**config.mk**
```make
export PLATFORM = sky130hd
export DESIGN_NAME = ex_operand_bypass_flat
export DESIGN_NICKNAME = d
export VERILOG_FILES = /design/src/rtl/ex_operand_bypass_if.sv /design/src/rtl/ex_operand_bypass.sv /design/src/flat_wrapper.sv
export SDC_FILE = /design/constraint.sdc
export NUM_CORES = 1
export LEC_CHECK = 0
export ABC_AREA = 1
export CAP_MARGIN = 10
export CELL_PAD_IN_SITES_DETAIL_PLACEMENT = 0
export CELL_PAD_IN_SITES_GLOBAL_PLACEMENT = 2
export CORE_ASPECT_RATIO = 1.2
export CORE_MARGIN = 1
export CORE_UTILIZATION = 21
export DETAILED_ROUTE_END_ITERATION = 8
export PLACE_DENSITY = 0.86
export SKIP_CTS_REPAIR_TIMING = 1
export SYNTH_ARGS = -nofsm -noshare
export SYNTH_HDL_FRONTEND = slang
export SYNTH_SLANG_ARGS = --single-unit
```
**constraint.sdc**
```tcl
create_clock -name clk -period 1.7 [get_ports clk]
set_input_delay 0.255 -clock clk [delete_from_list [all_inputs] [get_ports clk]]
set_output_delay 0.255 -clock clk [all_outputs]
set_load 0.02 [all_outputs]
```
**src/rtl/ex_operand_bypass_if.sv**
```systemverilog
// ID/EX bypass stage bundle: decoded ID operands, EX/MEM and MEM/WB writeback
// taps, and the EX-side operands, control and hazard outputs.
interface ex_operand_bypass_if #(
  parameter int unsigned WIDTH = 32,
  parameter int unsigned RA_W  = 5,
  parameter int unsigned CNT_W = 16
);
  logic             id_valid;
  logic [RA_W-1:0]  id_rs;
  logic [RA_W-1:0]  id_rt;
  logic [RA_W-1:0]  id_rd;
  logic [WIDTH-1:0] id_rs_data;
  logic [WIDTH-1:0] id_rt_data;
  logic [WIDTH-1:0] id_imm;
  logic [1:0]       id_reg_dst;
  logic             id_alu_src;
  logic             id_mem_read;
  logic             id_reg_write;
  logic             flush;

  logic             mem_reg_write;
  logic [RA_W-1:0]  mem_dst;
  logic [WIDTH-1:0] mem_data;
  logic             wb_reg_write;
  logic [RA_W-1:0]  wb_dst;
  logic [WIDTH-1:0] wb_data;

  logic             ex_valid;
  logic [WIDTH-1:0] ex_op_a;
  logic [WIDTH-1:0] ex_op_b;
  logic [WIDTH-1:0] ex_store_data;
  logic [RA_W-1:0]  ex_dst;
  logic             ex_reg_write;
  logic             ex_mem_read;
  logic             stall;
  logic [CNT_W-1:0] stall_cnt;

  modport master (
    output id_valid, id_rs, id_rt, id_rd, id_rs_data, id_rt_data, id_imm,
           id_reg_dst, id_alu_src, id_mem_read, id_reg_write, flush,
           mem_reg_write, mem_dst, mem_data, wb_reg_write, wb_dst, wb_data,
    input  ex_valid, ex_op_a, ex_op_b, ex_store_data, ex_dst, ex_reg_write,
           ex_mem_read, stall, stall_cnt
  );

  modport slave (
    input  id_valid, id_rs, id_rt, id_rd, id_rs_data, id_rt_data, id_imm,
           id_reg_dst, id_alu_src, id_mem_read, id_reg_write, flush,
           mem_reg_write, mem_dst, mem_data, wb_reg_write, wb_dst, wb_data,
    output ex_valid, ex_op_a, ex_op_b, ex_store_data, ex_dst, ex_reg_write,
           ex_mem_read, stall, stall_cnt
  );
endinterface

```
**src/rtl/ex_operand_bypass.sv**
```systemverilog
// ID/EX stage register with destination resolve, EX/MEM and MEM/WB operand
// bypass, immediate select, load-use bubble insertion and a stall counter.
module ex_operand_bypass #(
  parameter int unsigned WIDTH    = 32,
  parameter int unsigned RA_W     = 5,
  parameter int unsigned LINK_REG = 31,
  parameter int unsigned CNT_W    = 16
) (
  input  logic                 clk,
  input  logic                 rst_n,
  ex_operand_bypass_if.slave   bus
);

  localparam logic [RA_W-1:0] LINK_IDX = RA_W'(LINK_REG);

  logic             valid_q;
  logic [RA_W-1:0]  rs_q;
  logic [RA_W-1:0]  rt_q;
  logic [WIDTH-1:0] rs_data_q;
  logic [WIDTH-1:0] rt_data_q;
  logic [WIDTH-1:0] imm_q;
  logic             alu_src_q;
  logic             mem_read_q;
  logic             reg_write_q;
  logic [RA_W-1:0]  dst_q;
  logic [CNT_W-1:0] stall_cnt_q;

  logic [RA_W-1:0]  id_dst;
  logic             id_reg_write_eff;
  logic             stall;
  logic [WIDTH-1:0] rs_fwd;
  logic [WIDTH-1:0] rt_fwd;

  function automatic logic [WIDTH-1:0] bypass(
    input logic [RA_W-1:0]  idx,
    input logic [WIDTH-1:0] reg_val,
    input logic             m_we,
    input logic [RA_W-1:0]  m_dst,
    input logic [WIDTH-1:0] m_data,
    input logic             w_we,
    input logic [RA_W-1:0]  w_dst,
    input logic [WIDTH-1:0] w_data
  );
    logic [WIDTH-1:0] r;
    r = reg_val;
    if (m_we && (m_dst != '0) && (m_dst == idx))
      r = m_data;
    else if (w_we && (w_dst != '0) && (w_dst == idx))
      r = w_data;
    return r;
  endfunction

  always_comb begin
    id_dst = bus.id_rt;
    case (bus.id_reg_dst)
      2'b01:   id_dst = bus.id_rd;
      2'b10:   id_dst = LINK_IDX;
      default: id_dst = bus.id_rt;
    endcase
    // register 0 is never a real write target
    id_reg_write_eff = bus.id_reg_write && (id_dst != '0);
  end

  always_comb begin
    stall = bus.id_valid && valid_q && mem_read_q && (dst_q != '0) &&
            ((bus.id_rs == dst_q) || (bus.id_rt == dst_q));
  end

  always_comb begin
    rs_fwd = bypass(rs_q, rs_data_q, bus.mem_reg_write, bus.mem_dst, bus.mem_data,
                    bus.wb_reg_write, bus.wb_dst, bus.wb_data);
    rt_fwd = bypass(rt_q, rt_data_q, bus.mem_reg_write, bus.mem_dst, bus.mem_data,
                    bus.wb_reg_write, bus.wb_dst, bus.wb_data);
  end

  always_ff @(posedge clk or negedge rst_n) begin
    if (!rst_n) begin
      valid_q     <= 1'b0;
      rs_q        <= '0;
      rt_q        <= '0;
      rs_data_q   <= '0;
      rt_data_q   <= '0;
      imm_q       <= '0;
      alu_src_q   <= 1'b0;
      mem_read_q  <= 1'b0;
      reg_write_q <= 1'b0;
      dst_q       <= '0;
    end else if (bus.flush || stall) begin
      // bubble: only valid drops, payload is don't-care while invalid
      valid_q <= 1'b0;
    end else begin
      valid_q     <= bus.id_valid;
      rs_q        <= bus.id_rs;
      rt_q        <= bus.id_rt;
      rs_data_q   <= bus.id_rs_data;
      rt_data_q   <= bus.id_rt_data;
      imm_q       <= bus.id_imm;
      alu_src_q   <= bus.id_alu_src;
      mem_read_q  <= bus.id_mem_read;
      reg_write_q <= id_reg_write_eff;
      dst_q       <= id_dst;
    end
  end

  always_ff @(posedge clk or negedge rst_n) begin
    if (!rst_n)
      stall_cnt_q <= '0;
    else if (stall && (stall_cnt_q != '1))
      stall_cnt_q <= stall_cnt_q + 1'b1;
  end

  always_comb begin
    bus.ex_valid      = valid_q;
    bus.ex_op_a       = rs_fwd;
    bus.ex_op_b       = alu_src_q ? imm_q : rt_fwd;
    bus.ex_store_data = rt_fwd;
    bus.ex_dst        = dst_q;
    bus.ex_reg_write  = valid_q && reg_write_q;
    bus.ex_mem_read   = valid_q && mem_read_q;
    bus.stall         = stall;
    bus.stall_cnt     = stall_cnt_q;
  end

endmodule
```
**src/flat_wrapper.sv**
```systemverilog
// flat-port wrapper written by rule: the top's interface ports become plain ports
module ex_operand_bypass_flat 
#(
  parameter int unsigned WIDTH    = 32,
  parameter int unsigned RA_W     = 5,
  parameter int unsigned LINK_REG = 31,
  parameter int unsigned CNT_W    = 16
)
  (clk, rst_n, bus_id_valid, bus_id_rs, bus_id_rt, bus_id_rd, bus_id_rs_data, bus_id_rt_data, bus_id_imm, bus_id_reg_dst, bus_id_alu_src, bus_id_mem_read, bus_id_reg_write, bus_flush, bus_mem_reg_write, bus_mem_dst, bus_mem_data, bus_wb_reg_write, bus_wb_dst, bus_wb_data, bus_ex_valid, bus_ex_op_a, bus_ex_op_b, bus_ex_store_data, bus_ex_dst, bus_ex_reg_write, bus_ex_mem_read, bus_stall, bus_stall_cnt);
  ex_operand_bypass_if #(.WIDTH(WIDTH), .RA_W(RA_W), .CNT_W(CNT_W)) bus_i ();
  input  logic clk;
  input  logic rst_n;
  input wire logic [$bits(bus_i.id_valid)-1:0] bus_id_valid;
  input wire logic [$bits(bus_i.id_rs)-1:0] bus_id_rs;
  input wire logic [$bits(bus_i.id_rt)-1:0] bus_id_rt;
  input wire logic [$bits(bus_i.id_rd)-1:0] bus_id_rd;
  input wire logic [$bits(bus_i.id_rs_data)-1:0] bus_id_rs_data;
  input wire logic [$bits(bus_i.id_rt_data)-1:0] bus_id_rt_data;
  input wire logic [$bits(bus_i.id_imm)-1:0] bus_id_imm;
  input wire logic [$bits(bus_i.id_reg_dst)-1:0] bus_id_reg_dst;
  input wire logic [$bits(bus_i.id_alu_src)-1:0] bus_id_alu_src;
  input wire logic [$bits(bus_i.id_mem_read)-1:0] bus_id_mem_read;
  input wire logic [$bits(bus_i.id_reg_write)-1:0] bus_id_reg_write;
  input wire logic [$bits(bus_i.flush)-1:0] bus_flush;
  input wire logic [$bits(bus_i.mem_reg_write)-1:0] bus_mem_reg_write;
  input wire logic [$bits(bus_i.mem_dst)-1:0] bus_mem_dst;
  input wire logic [$bits(bus_i.mem_data)-1:0] bus_mem_data;
  input wire logic [$bits(bus_i.wb_reg_write)-1:0] bus_wb_reg_write;
  input wire logic [$bits(bus_i.wb_dst)-1:0] bus_wb_dst;
  input wire logic [$bits(bus_i.wb_data)-1:0] bus_wb_data;
  output wire logic [$bits(bus_i.ex_valid)-1:0] bus_ex_valid;
  output wire logic [$bits(bus_i.ex_op_a)-1:0] bus_ex_op_a;
  output wire logic [$bits(bus_i.ex_op_b)-1:0] bus_ex_op_b;
  output wire logic [$bits(bus_i.ex_store_data)-1:0] bus_ex_store_data;
  output wire logic [$bits(bus_i.ex_dst)-1:0] bus_ex_dst;
  output wire logic [$bits(bus_i.ex_reg_write)-1:0] bus_ex_reg_write;
  output wire logic [$bits(bus_i.ex_mem_read)-1:0] bus_ex_mem_read;
  output wire logic [$bits(bus_i.stall)-1:0] bus_stall;
  output wire logic [$bits(bus_i.stall_cnt)-1:0] bus_stall_cnt;
  assign bus_i.id_valid = bus_id_valid;
  assign bus_i.id_rs = bus_id_rs;
  assign bus_i.id_rt = bus_id_rt;
  assign bus_i.id_rd = bus_id_rd;
  assign bus_i.id_rs_data = bus_id_rs_data;
  assign bus_i.id_rt_data = bus_id_rt_data;
  assign bus_i.id_imm = bus_id_imm;
  assign bus_i.id_reg_dst = bus_id_reg_dst;
  assign bus_i.id_alu_src = bus_id_alu_src;
  assign bus_i.id_mem_read = bus_id_mem_read;
  assign bus_i.id_reg_write = bus_id_reg_write;
  assign bus_i.flush = bus_flush;
  assign bus_i.mem_reg_write = bus_mem_reg_write;
  assign bus_i.mem_dst = bus_mem_dst;
  assign bus_i.mem_data = bus_mem_data;
  assign bus_i.wb_reg_write = bus_wb_reg_write;
  assign bus_i.wb_dst = bus_wb_dst;
  assign bus_i.wb_data = bus_wb_data;
  assign bus_ex_valid = bus_i.ex_valid;
  assign bus_ex_op_a = bus_i.ex_op_a;
  assign bus_ex_op_b = bus_i.ex_op_b;
  assign bus_ex_store_data = bus_i.ex_store_data;
  assign bus_ex_dst = bus_i.ex_dst;
  assign bus_ex_reg_write = bus_i.ex_reg_write;
  assign bus_ex_mem_read = bus_i.ex_mem_read;
  assign bus_stall = bus_i.stall;
  assign bus_stall_cnt = bus_i.stall_cnt;
  ex_operand_bypass #(.WIDTH(WIDTH), .RA_W(RA_W), .LINK_REG(LINK_REG), .CNT_W(CNT_W)) u_core (.clk(clk), .rst_n(rst_n), .bus(bus_i));
endmodule
```
==> summary.txt, run 1 <==
Run status
  – Run status: complete, but fails checks
  – Violated checks: negative setup slack

Yosys
  – Flops & latches, synth: 131
  – Most frequent cells after synthesis: nand2_1, nand3_1, dfrtp_1, nand3b_1, inv_1
  – Sequential fraction of the synthesis area: 0.3860
  – Yosys warns: 0
  – Synth unique cells: 27
  – Async SR Flop Fraction: 1.000
  – Yosys top cell area share: 0.3860
  – Syn Nets: 1432
  – Synth area leaders: dfrtp_1, nand2_1, nand3_1
  – Most frequent cell after synthesis: nand2_1
  – EDFF count, synth: 0
  – Mean post-synth cell area: 6.888 µm²
  – Yosys top cell by area: dfrtp_1
  – Post-synthesis cell count: 1233
  – Primary FF master, synth: dfrtp_1
  – Mapped cell area: 8493 µm²

Route
  – Post-Route WL: 49.45 mm
  – DR iter-0 viols: 703
  – DRT Pass-1 Iters: 5
  – Routed WL per cell: 22.28 µm
  – DRC errors left: 0
  – Vias/cell: 4.727
  – DRT antenna net count: 0
  – Vias: 10494

Critical path
  – Worst Reg-to-Reg Cells: 11
  – R2r setup slk: -0.18 ns
  – CP Launch Type: register
  – Reg2reg start: u_core.bus.ex_dst[2]
  – CP arrival: 2.28 ns
  – CP Class: register to output pin
  – Crit path capture type: output pin
  – Endpoint of the worst register-to-register path: u_core.rs_data_q[24]
  – Worst EP required: 1.44 ns
  – Crit path max fanout: 9

Floorplan
  – Initial core utilization: 0.2132
  – Site Rows: 80
  – Core area: 39840 µm²
  – Die Footprint: 41260 µm²
  – Die width: 185.6 µm
  – IO Count: 317
  – Die height: 222.3 µm

Finish
  – Fin util: 0.4172
  – Share of cells above drive strength 1: 0.3834
  – Filler cells: 4064
  – Layout Area Growth over Synthesis: 95.68%
  – NumNets Final: 1871
  – Post-route insts no fill: 2220

Place
  – HPWL after DPL: 29.58 mm
  – Buffers on Ports: 316
  – Gpl congestion: 0.8438
  – Placement Setup Slack: -1.235 ns
  – # placed instances: 2106

Global route
  – Gr ovfl total: 0
  – First-pass GRT wire length: 59.82 mm
  – Initial antenna violation count: 6
  – Vias in the first global route: 9942
  – Total track usage: 0.1940
  – Largest net degree at the start of global routing: 59

Power
  – Pleak: 8.466 nW
  – Power consumption: 0.01144 W
  – Max rail drop VDD: 702.6 µV
  – Power Density: 688.1 nW/µm²

STA
  – Clock Skews: 0.01058 ns
  – Tcrit/Tclk final: 1.493
  – Measured slew at the worst slew-check pin: 0.5103 ns
  – FMAX: 393.9 MHz
  – Final setup TNS: -86.81 ns
  – Post-route minimum period: 2.538 ns
  – Final hold vios: 0
  – Rel. slew slack: 0.6598
  – Count of final setup violators: 212
  – RSZ-0062 raised after global routing: true
  – Crit path setup slack, layout: -0.8384 ns
  – Max-slew violations: 0

Clocking
  – Clock latency on the worst-skew pair: 0.44 ns
  – CTS tree: yes
  – Maximum clock path buffer count: 2
  – Number of buffers created by CTS: 17
  – H-tree Lvls: 4
  – Clock transition at path regs: 0.06 ns
  – Root Buffer: clkbuf_16
  – Num Clock Sinks: 131

Job
  – Max cap viols: 0

Hold path
  – Worst hold path type: input pin to async pin
-- stage by stage --
stage,area [µm²],hold slack (ns)
6_report,16620,0.2939
4_1_cts,13670,-0.2881
3_5_place_dp,13120,0.1903
2_1_floorplan,8613,-0.04059
5_1_grt,16620,0.3146
3_3_place_gp,13120,0.1839
-- placed cells by master, fill, tap and decap left out, drive strengths merged --
cell	instances
a21boi	1
a21oi	1
and2	32
buf	246
bufinv	1
clkbuf	51
clkdlybuf4s50	190
clkinv	8
clkinvlp	7
dfrtp	131
diode	2
dlygate4sd3	1
dlymetal6s2s	28
ha	3
inv	59
nand2	504
nand3	250
nand3b	71
nand4	21
nor2	25
nor3	10
o21ai	6
or2	1
xnor2	14
xor2	24
-- cell families (layout without fill, tap and decap cells) --
kind of cell / Yosys count / in the layout / synth area share
AND/OR/NAND/NOR: 912 / 914 / 0.4926
other: 0 / 2 / 0
flip-flops: 131 / 131 / 0.3860
buffers and inverters: 141 / 591 / 0.07278
adder cells (fa/ha/maj): 3 / 3 / 0.004420
XOR/XNOR: 38 / 38 / 0.03919
AO/OA/AOI/OAI: 8 / 8 / 0.005009
-- power by group --
part	switching (W)	total (W)	internal, W
sequential	0.000239	0.00363	0.00339
clock	0.00157	0.00356	0.00200
combinational	0.00222	0.00425	0.00202
-- worst max-delay path by stage --
stage                               from         endpoint  slack, ns
after floorplan           u_core.rs_q[0]  bus_ex_op_a[10]      -0.01
after global placement    bus_mem_dst[1]   bus_ex_op_b[2]      -1.23
after detailed placement  bus_mem_dst[3]   bus_ex_op_b[2]      -1.24
after CTS                 u_core.rt_q[1]   bus_ex_op_b[2]      -1.31
after global routing      u_core.rt_q[0]  bus_ex_op_b[29]      -0.94
final                     u_core.rt_q[0]  bus_ex_op_b[29]      -0.84
-- critical path, stage by stage, from the launching register on --
cell      delay, ns
dfrtp_1        0.43
xnor2_1        0.22
nand2_1        0.13
nor3_4         0.20
buf_6          0.13
buf_12         0.14
buf_12         0.14
nand3b_1       0.10
nand3_1        0.12
nand2_2        0.07
buf_4          0.16
-- per-layer routing --
metal / global-route usage / part of all wire / vias to the layer above
met1: 0.2311 / 0.40 / 5105
met5: 0 / 0.0012 / -
met4: 0.07879 / 0.034 / 8
met2: 0.3281 / 0.50 / 416
met3: 0.05016 / 0.069 / 89
li1: - / - / 4876
-- state kept, by name, indices dropped and copies added, names as in the netlist --
| signal | cells |
|---|---|
| u_core.rt_q | 5 |
| u_core.rs_data_q | 32 |
| u_core.bus.stall_cnt | 16 |
| u_core.bus.ex_valid | 1 |
| u_core.rt_data_q | 32 |
| u_core.rs_q | 5 |
| u_core.imm_q | 32 |
| u_core.bus.ex_dst | 5 |
| u_core.alu_src_q | 1 |
| u_core.mem_read_q | 1 |
| u_core.reg_write_q | 1 |
-- cell type report --
class	instances	area, µm²	area share
Antenna cell	2	5.005	0.0003011
Clock buffer	18	429.2	0.02582
Multi-Input combinational cell	963	6170	0.3712
Timing Repair Buffer	498	5704	0.3432
Clock inverter	14	117.6	0.007077
Inverter	61	237.7	0.01430
Sequential cell	131	3289	0.1979
Tap cell	533	666.9	0.04013
Note: power is estimated with default switching activity, not from simulation.
==> run 2, diff against run 1 <==
Settings changed: CELL_PAD_IN_SITES_DETAIL_PLACEMENT 0 to unset, CELL_PAD_IN_SITES_GLOBAL_PLACEMENT 2 to unset, CORE_MARGIN 1 to unset, CORE_UTILIZATION 21 to 35, PLACE_DENSITY 0.86 to 0.77.
==> run 2 against run 1 <==
  * The run still ends with negative setup slack left
  * Sequential power about the same
  * Sequential share of layout area increased by 1.4 points
  * Via count increased by 2.7%
  * Count of clock-buffer cells in the layout increased by 4
  * Final area decreased by 6.8%
  * Register-to-register slack got worse by 0.02 ns
  * Combinational power decreased by 7.1%
  * Non-clock buffer count decreased by 49
  * Flip-flop and latch count unchanged
  * Cell count decreased by 12%
  * Critical path depth unchanged
  * Die area decreased by 40%
  * Largest cell class unchanged
  * Largest power group unchanged
  * Highest routed layer unchanged
==> summary.txt, run 2 (same netlist as run 1, synthesis figures left out) <==
Floorplan
  – Core area: 23890 µm² (-40%)
  – Site Rows: 62 (-23%)
  – Die Footprint: 24900 µm² (-40%)
  – Initial core utilization: 0.3555 (+0.1423)
  – IO Count: 317 (unchanged)
  – Die width: 144.2 µm (-22%)
  – Die height: 172.6 µm (-22%)

Critical path
  – Reg2reg start: u_core.bus.ex_dst[1]
  – CP Launch Type: register
  – CP arrival: 2.21 ns (-0.07 ns)
  – R2r setup slk: -0.20 ns (-0.02 ns)
  – Crit path max fanout: 5 (-4)
  – CP peak stage delay: 0.47 ns (+0.04 ns)
  – Crit path cell chain: xnor2_2 > nand3_2 > nor2_4 > buf_6 > buf_8 > nand3_1 > nand3_1 > nand3_1 > nand2_1 > buf_4
  – CP bufs+invs: 3 (-1)
  – CP Class: register to output pin
  – Crit path capture type: output pin
  – Most used cell, CP: nand3_1
  – Endpoint of the worst register-to-register path: u_core.imm_q[24]
  – CP top delay family: simple AND/OR/NAND/NOR gates
  – Worst Reg-to-Reg Cells: 11 (unchanged)
  – Slowest-stage cell, CP: dfrtp_2
  – Worst EP required: 1.44 ns (about the same)

Route
  – Vias: 10781 (+2.7%)
  – Vias/cell: 5.503 (+16%)
  – DRT antenna net count: 0 (unchanged)
  – Routed WL per cell: 21.61 µm (-3.0%)
  – DRC errors left: 0 (unchanged)
  – DRT Pass-1 Iters: 5 (unchanged)
  – DR iter-0 viols: 834 (+19%)
  – Post-Route WL: 42.33 mm (-14%)

Place
  – Placement Setup Slack: -1.250 ns (-0.01462 ns)
  – # placed instances: 1876 (-11%)
  – HPWL after DPL: 25.28 mm (-15%)
  – Cell Area, Placed: 12640 µm² (-3.7%)
  – Gpl congestion: 0.9176 (+8.7%)
  – Buffers on Ports: 316 (unchanged)

Global route
  – Largest net degree at the start of global routing: 73 (+24%)
  – First-pass GRT wire length: 53.01 mm (-11%)
  – Initial antenna violation count: 4 (-2)
  – Gr ovfl total: 0 (unchanged)
  – Vias in the first global route: 9869 (-0.73%)
  – Total track usage: 0.2796 (+0.08563)

Power
  – Max rail drop VDD: 639.5 µV (-9.0%)
  – Pleak: 8.192 nW (-3.2%)
  – Power Density: 734.1 nW/µm² (+6.7%)

Clocking
  – H-tree Lvls: 4 (unchanged)
  – Root Buffer: clkbuf_16
  – Clock latency on the worst-skew pair: 0.42 ns (-0.02 ns)
  – CTS tree: yes
  – Number of buffers created by CTS: 17 (unchanged)
  – Num Clock Sinks: 131 (unchanged)
  – Clock transition at path regs: 0.06 ns (about the same)
  – Maximum clock path buffer count: 2 (unchanged)

STA
  – FMAX: 405.1 MHz (+2.8%)
  – RSZ-0062 raised after global routing: true
  – Measured slew at the worst slew-check pin: 0.4254 ns (-0.08496 ns)
  – Count of final setup violators: 228 (+7.5%)
  – Post-route minimum period: 2.468 ns (-0.07001 ns)
  – Rel. slew slack: 0.7164 (+0.05664)
  – Max-slew violations: 0 (unchanged)
  – Hold_ws: 0.2406 ns (-0.05323 ns)
  – Final hold vios: 0 (unchanged)
  – Clock Skews: 0.01348 ns (+0.002903 ns)
  – Tcrit/Tclk final: 1.452 (-0.04118)
  – Crit path setup slack, layout: -0.7684 ns (+0.07001 ns)

Finish
  – Fin util: 0.6485 (+0.2313)
  – Filler cells: 1927 (-53%)
  – Biggest regs: u_core.imm_q (32), u_core.rs_data_q (32), u_core.rt_data_q (32)
  – Final Instance Area: 15490 µm² (-6.8%)
  – Post-route insts no fill: 1959 (-12%)
  – NumNets Final: 1823 (-2.6%)
  – Share of cells above drive strength 1: 0.3454 (-0.03803)
  – Most frequent cells in the layout: nand2_1, clkdlybuf4s50_1, nand3_1, nand2_2, dfrtp_1
  – Commonest non-fill, non-tap cell in the layout: nand2_1
  – Layout Area Growth over Synthesis: 82.42%

Run status
  – Violated checks: negative setup slack
  – Run status: complete, but fails checks

Hold path
  – Worst hold path type: input pin to async pin

Job
  – Max cap viols: 0 (unchanged)
-- run 2: cell count changes in the layout (fill, tap and decap cells not counted), sizes merged --
| cell | delta |
|---|---|
| clkbuf | +2 |
| nand2 | +1 |
| clkinv | -5 |
| diode | +1 |
| buf | -67 |
| clkinvlp | -5 |
| clkdlybuf4s50 | -2 |
| bufinv | +2 |
| dlymetal6s2s | +22 |
| inv | +3 |
-- run 2: worst max path at each step --
| stage | startpoint | endpoint | depth (start not counted) | slack [ns] |
|---|---|---|---|---|
| 2_1_floorplan | u_core.rs_q[0] | bus_ex_op_a[10] | 8 | -0.01 |
| 3_3_place_gp | bus_wb_dst[3] | bus_ex_op_b[28] | 12 | -1.25 |
| 3_5_place_dp | bus_mem_dst[0] | bus_ex_op_b[1] | 11 | -1.25 |
| 4_1_cts | u_core.rt_q[0] | bus_ex_op_b[1] | 9 | -1.32 |
| 5_1_grt | u_core.rt_q[0] | bus_ex_op_b[11] | 10 | -0.87 |
| 6_report | u_core.rt_q[0] | bus_ex_op_b[27] | 10 | -0.77 |
-- run 2: worst register-to-register path, stage by stage (launching register included) --
cell	delay (ns)
dfrtp_2	0.41
or2_1	0.23
a21oi_1	0.13
nand3_1	0.10
nand2_2	0.14
nand2_4	0.09
buf_12	0.17
buf_8	0.13
nand2_8	0.09
buf_16	0.15
nand2_1	0.11
nand2_2	0.09
-- run 2: cell type report --
cell class              instances  area [µm²]  area share
diodes                          3       7.507   0.0004845
clock buffers                  22       464.2     0.02996
clock inverters                 9       128.9    0.008318
inverters                      61       234.0     0.01510
multi-input cells             964        5996      0.3870
flip-flops and latches        131        3289      0.2123
well taps                     320       400.4     0.02584
repair buffers                449        4974      0.3210
-- run 2: metal layers --
layer,global-route usage,wire length (µm),vias to the layer above
met3,0.06646,4261,174
met4,0.1395,2371,2
met1,0.3295,15060,5154
met2,0.4700,20620,668
li1,-,-,4783
met5,0,14,-
-- run 2: per-stage QoR --
stage          power (W)  TNS [ns]
2_1_floorplan   0.005137   -0.2098
3_3_place_gp    0.006937   -162.00
3_5_place_dp    0.006984   -165.14
4_1_cts          0.01076   -130.80
5_1_grt          0.01181    -97.55
6_report         0.01137    -78.89
-- run 2: power by group --
group          switching (W)  leakage [nW]  total, W  internal, W
registers           0.000252          1.61   0.00364      0.00339
logic                0.00212          6.29   0.00395      0.00183
clock network        0.00141         0.286   0.00378      0.00237
==> run 3, diff against run 2 <==
Settings changed: CELL_PAD_IN_SITES_DETAIL_PLACEMENT set to 0, CELL_PAD_IN_SITES_GLOBAL_PLACEMENT set to 1, CORE_UTILIZATION 35 to 28, PLACE_DENSITY 0.77 to 0.87.
==> run 3 against run 2 <==
  * Clock skew increased by 0.0024 ns
  * Routed wire length is 9.9% higher
  * Worst setup slack worse by 0.056 ns
  * Combinational power up 11%
  * The flow still finishes with violations (negative setup slack)
  * Largest cell class unchanged
  * Sequential share of layout area fell by 1.6 points
==> summary.txt, run 3 (same netlist as run 1, synthesis figures left out) <==
Floorplan
  – Site Rows: 69 (+11%)
  – IO Count: 317 (unchanged)
  – Die width: 161.0 µm (+12%)
  – Core area: 29700 µm² (+24%)
  – Die Footprint: 31040 µm² (+25%)
  – Die height: 192.8 µm (+12%)
  – Initial core utilization: 0.2860 (-0.06949)

Finish
  – Biggest regs: u_core.imm_q (32), u_core.rs_data_q (32), u_core.rt_data_q (32)
  – NumNets Final: 1872 (+2.7%)
  – Ant. Diodes: 0 (-3)
  – Share of cells above drive strength 1: 0.4229 (+0.07754)
  – Most frequent cells in the layout: nand2_1, clkdlybuf4s50_1, nand2_2, nand3_1, dfrtp_1
  – Commonest non-fill, non-tap cell in the layout: nand2_1
  – Layout Area Growth over Synthesis: 97.48%
  – Filler cells: 2672 (+39%)
  – Post-route insts no fill: 2076 (+6.0%)

STA
  – Crit path setup slack, layout: -0.8245 ns (-0.05607 ns)
  – Final hold vios: 0 (unchanged)
  – FMAX: 396.1 MHz (-2.2%)
  – Max-slew violations: 0 (unchanged)
  – Final setup TNS: -81.18 ns (-2.291 ns)
  – Post-route minimum period: 2.524 ns (+0.05607 ns)
  – Tcrit/Tclk final: 1.485 (+0.03298)
  – Clock Skews: 0.01584 ns (+0.002361 ns)
  – Measured slew at the worst slew-check pin: 0.3675 ns (-0.05788 ns)
  – RSZ-0062 raised after global routing: true
  – Count of final setup violators: 212 (-7.0%)
  – Rel. slew slack: 0.7531 (+0.03670)

Critical path
  – Worst EP required: 1.44 ns (about the same)
  – CP Launch Type: input pin
  – Crit path capture type: output pin
  – CP arrival: 2.27 ns (+0.06 ns)
  – CP Class: input pin to output pin
  – Crit path max fanout: 11 (+6)

Global route
  – Most used routing layer: met2
  – Largest net degree at the start of global routing: 63 (-14%)
  – Vias in the first global route: 9689 (-1.8%)
  – Met3 global-route usage: 0.04599 (-0.02047)
  – Initial antenna violation count: 3 (-1)
  – Routing usage on met1: 0.2903 (-0.03916)
  – Total track usage: 0.2349 (-0.04478)
  – Grt met2 use: 0.4128 (-0.05721)
  – Gr ovfl total: 0 (unchanged)
  – First-pass GRT wire length: 55.69 mm (+5.1%)

Clocking
  – Clock transition at path regs: 0.06 ns (about the same)
  – Root Buffer: clkbuf_16
  – CTS tree: yes
  – Maximum clock path buffer count: 2 (unchanged)
  – Num Clock Sinks: 131 (unchanged)
  – Number of buffers created by CTS: 17 (unchanged)
  – Clock latency on the worst-skew pair: 0.43 ns (about the same)
  – H-tree Lvls: 4 (unchanged)

Place
  – HPWL after DPL: 26.73 mm (+5.7%)
  – # placed instances: 1956 (+4.3%)
  – Buffers on Ports: 316 (unchanged)
  – Gpl congestion: 0.8903 (-3.0%)
  – Placement Setup Slack: -1.208 ns (+0.04183 ns)

Route
  – Post-Route WL: 46.51 mm (+9.9%)
  – DRC errors left: 0 (unchanged)
  – Vias: 10737 (-0.41%)
  – DRT Pass-1 Iters: 6 (+1)
  – DR iter-0 viols: 843 (+1.1%)
  – DRT antenna net count: 0 (unchanged)
  – Routed WL per cell: 22.40 µm (+3.7%)
  – Vias/cell: 5.172 (-6.0%)

Run status
  – Violated checks: negative setup slack
  – Run status: complete, but fails checks

Hold path
  – Worst hold path type: input pin to async pin

Power
  – Max rail drop VDD: 520.0 µV (-19%)
  – Pleak: 8.632 nW (+5.4%)
  – Power Density: 690.0 nW/µm² (-6.0%)
  – Power consumption: 0.01157 W (+1.8%)

Job
  – Max cap viols: 0 (unchanged)
[run 3: worst max-delay path, cell delays in order]
cell,delay (ns)
clkdlybuf4s50_1,0.50
nor2_1,0.08
nand2_1,0.09
o21ai_2,0.07
buf_4,0.14
nor3_4,0.21
buf_6,0.15
clkbuf_16,0.19
buf_12,0.12
nand3b_1,0.11
and2_1,0.18
buf_2,0.15
[run 3: report_power, final]
group	total (W)	switching (W)	leakage, nW	internal, W
Combinational	0.00438	0.00226	6.76	0.00213
Sequential	0.00367	0.000282	1.61	0.00339
Clock	0.00352	0.00154	0.264	0.00198
Total	0.0116	0.00408	8.63	0.00749
[run 3: layout make-up]
class	instances	area (µm²)	share of cell area
clock inverter	12	81.33	0.004849
tap	390	488.0	0.02909
inverter	61	235.2	0.01402
sequential	131	3294	0.1964
clock buffer	20	466.7	0.02783
timing repair buffer	498	5772	0.3441
multi-input combinational	964	6435	0.3837
[run 3: per-stage QoR]
| step | instance area (µm²) | utilization | hold WS [ns] |
|---|---|---|---|
| CTS | 13440 | 0.4527 | -0.3018 |
| finish | 16770 | 0.5648 | 0.2808 |
| global route | 16770 | 0.5648 | 0.2901 |
| global placement | 12900 | 0.4342 | 0.1534 |
| floorplan | 8613 | - | -0.04059 |
| detailed placement | 12900 | 0.4342 | 0.1550 |
[run 3: path summary, 6_finish.rpt]
check                                     start                    end  cells past startpoint  slack, ns
setup / recovery                 bus_mem_dst[3]  bus_ex_store_data[23]                     12      -0.82
hold / removal                            rst_n   u_core.bus.ex_dst[3]                      2       0.28
setup reg to reg           u_core.bus.ex_dst[1]   u_core.rt_data_q[21]                     11      -0.24
hold reg to reg                u_core.imm_q[16]       u_core.imm_q[16]                      2       0.48
max in group asynchronous                 rst_n   u_core.rs_data_q[15]                      3       0.81
min in group clk                 bus_id_imm[23]       u_core.imm_q[23]                      3       0.38
[run 3: per-layer routing]
metal  vias up  routed length, µm
met3       143               3551
met4         6               2248
met2       553              22590
li1       4882                  -
met5         -                 41
met1      5153              18080
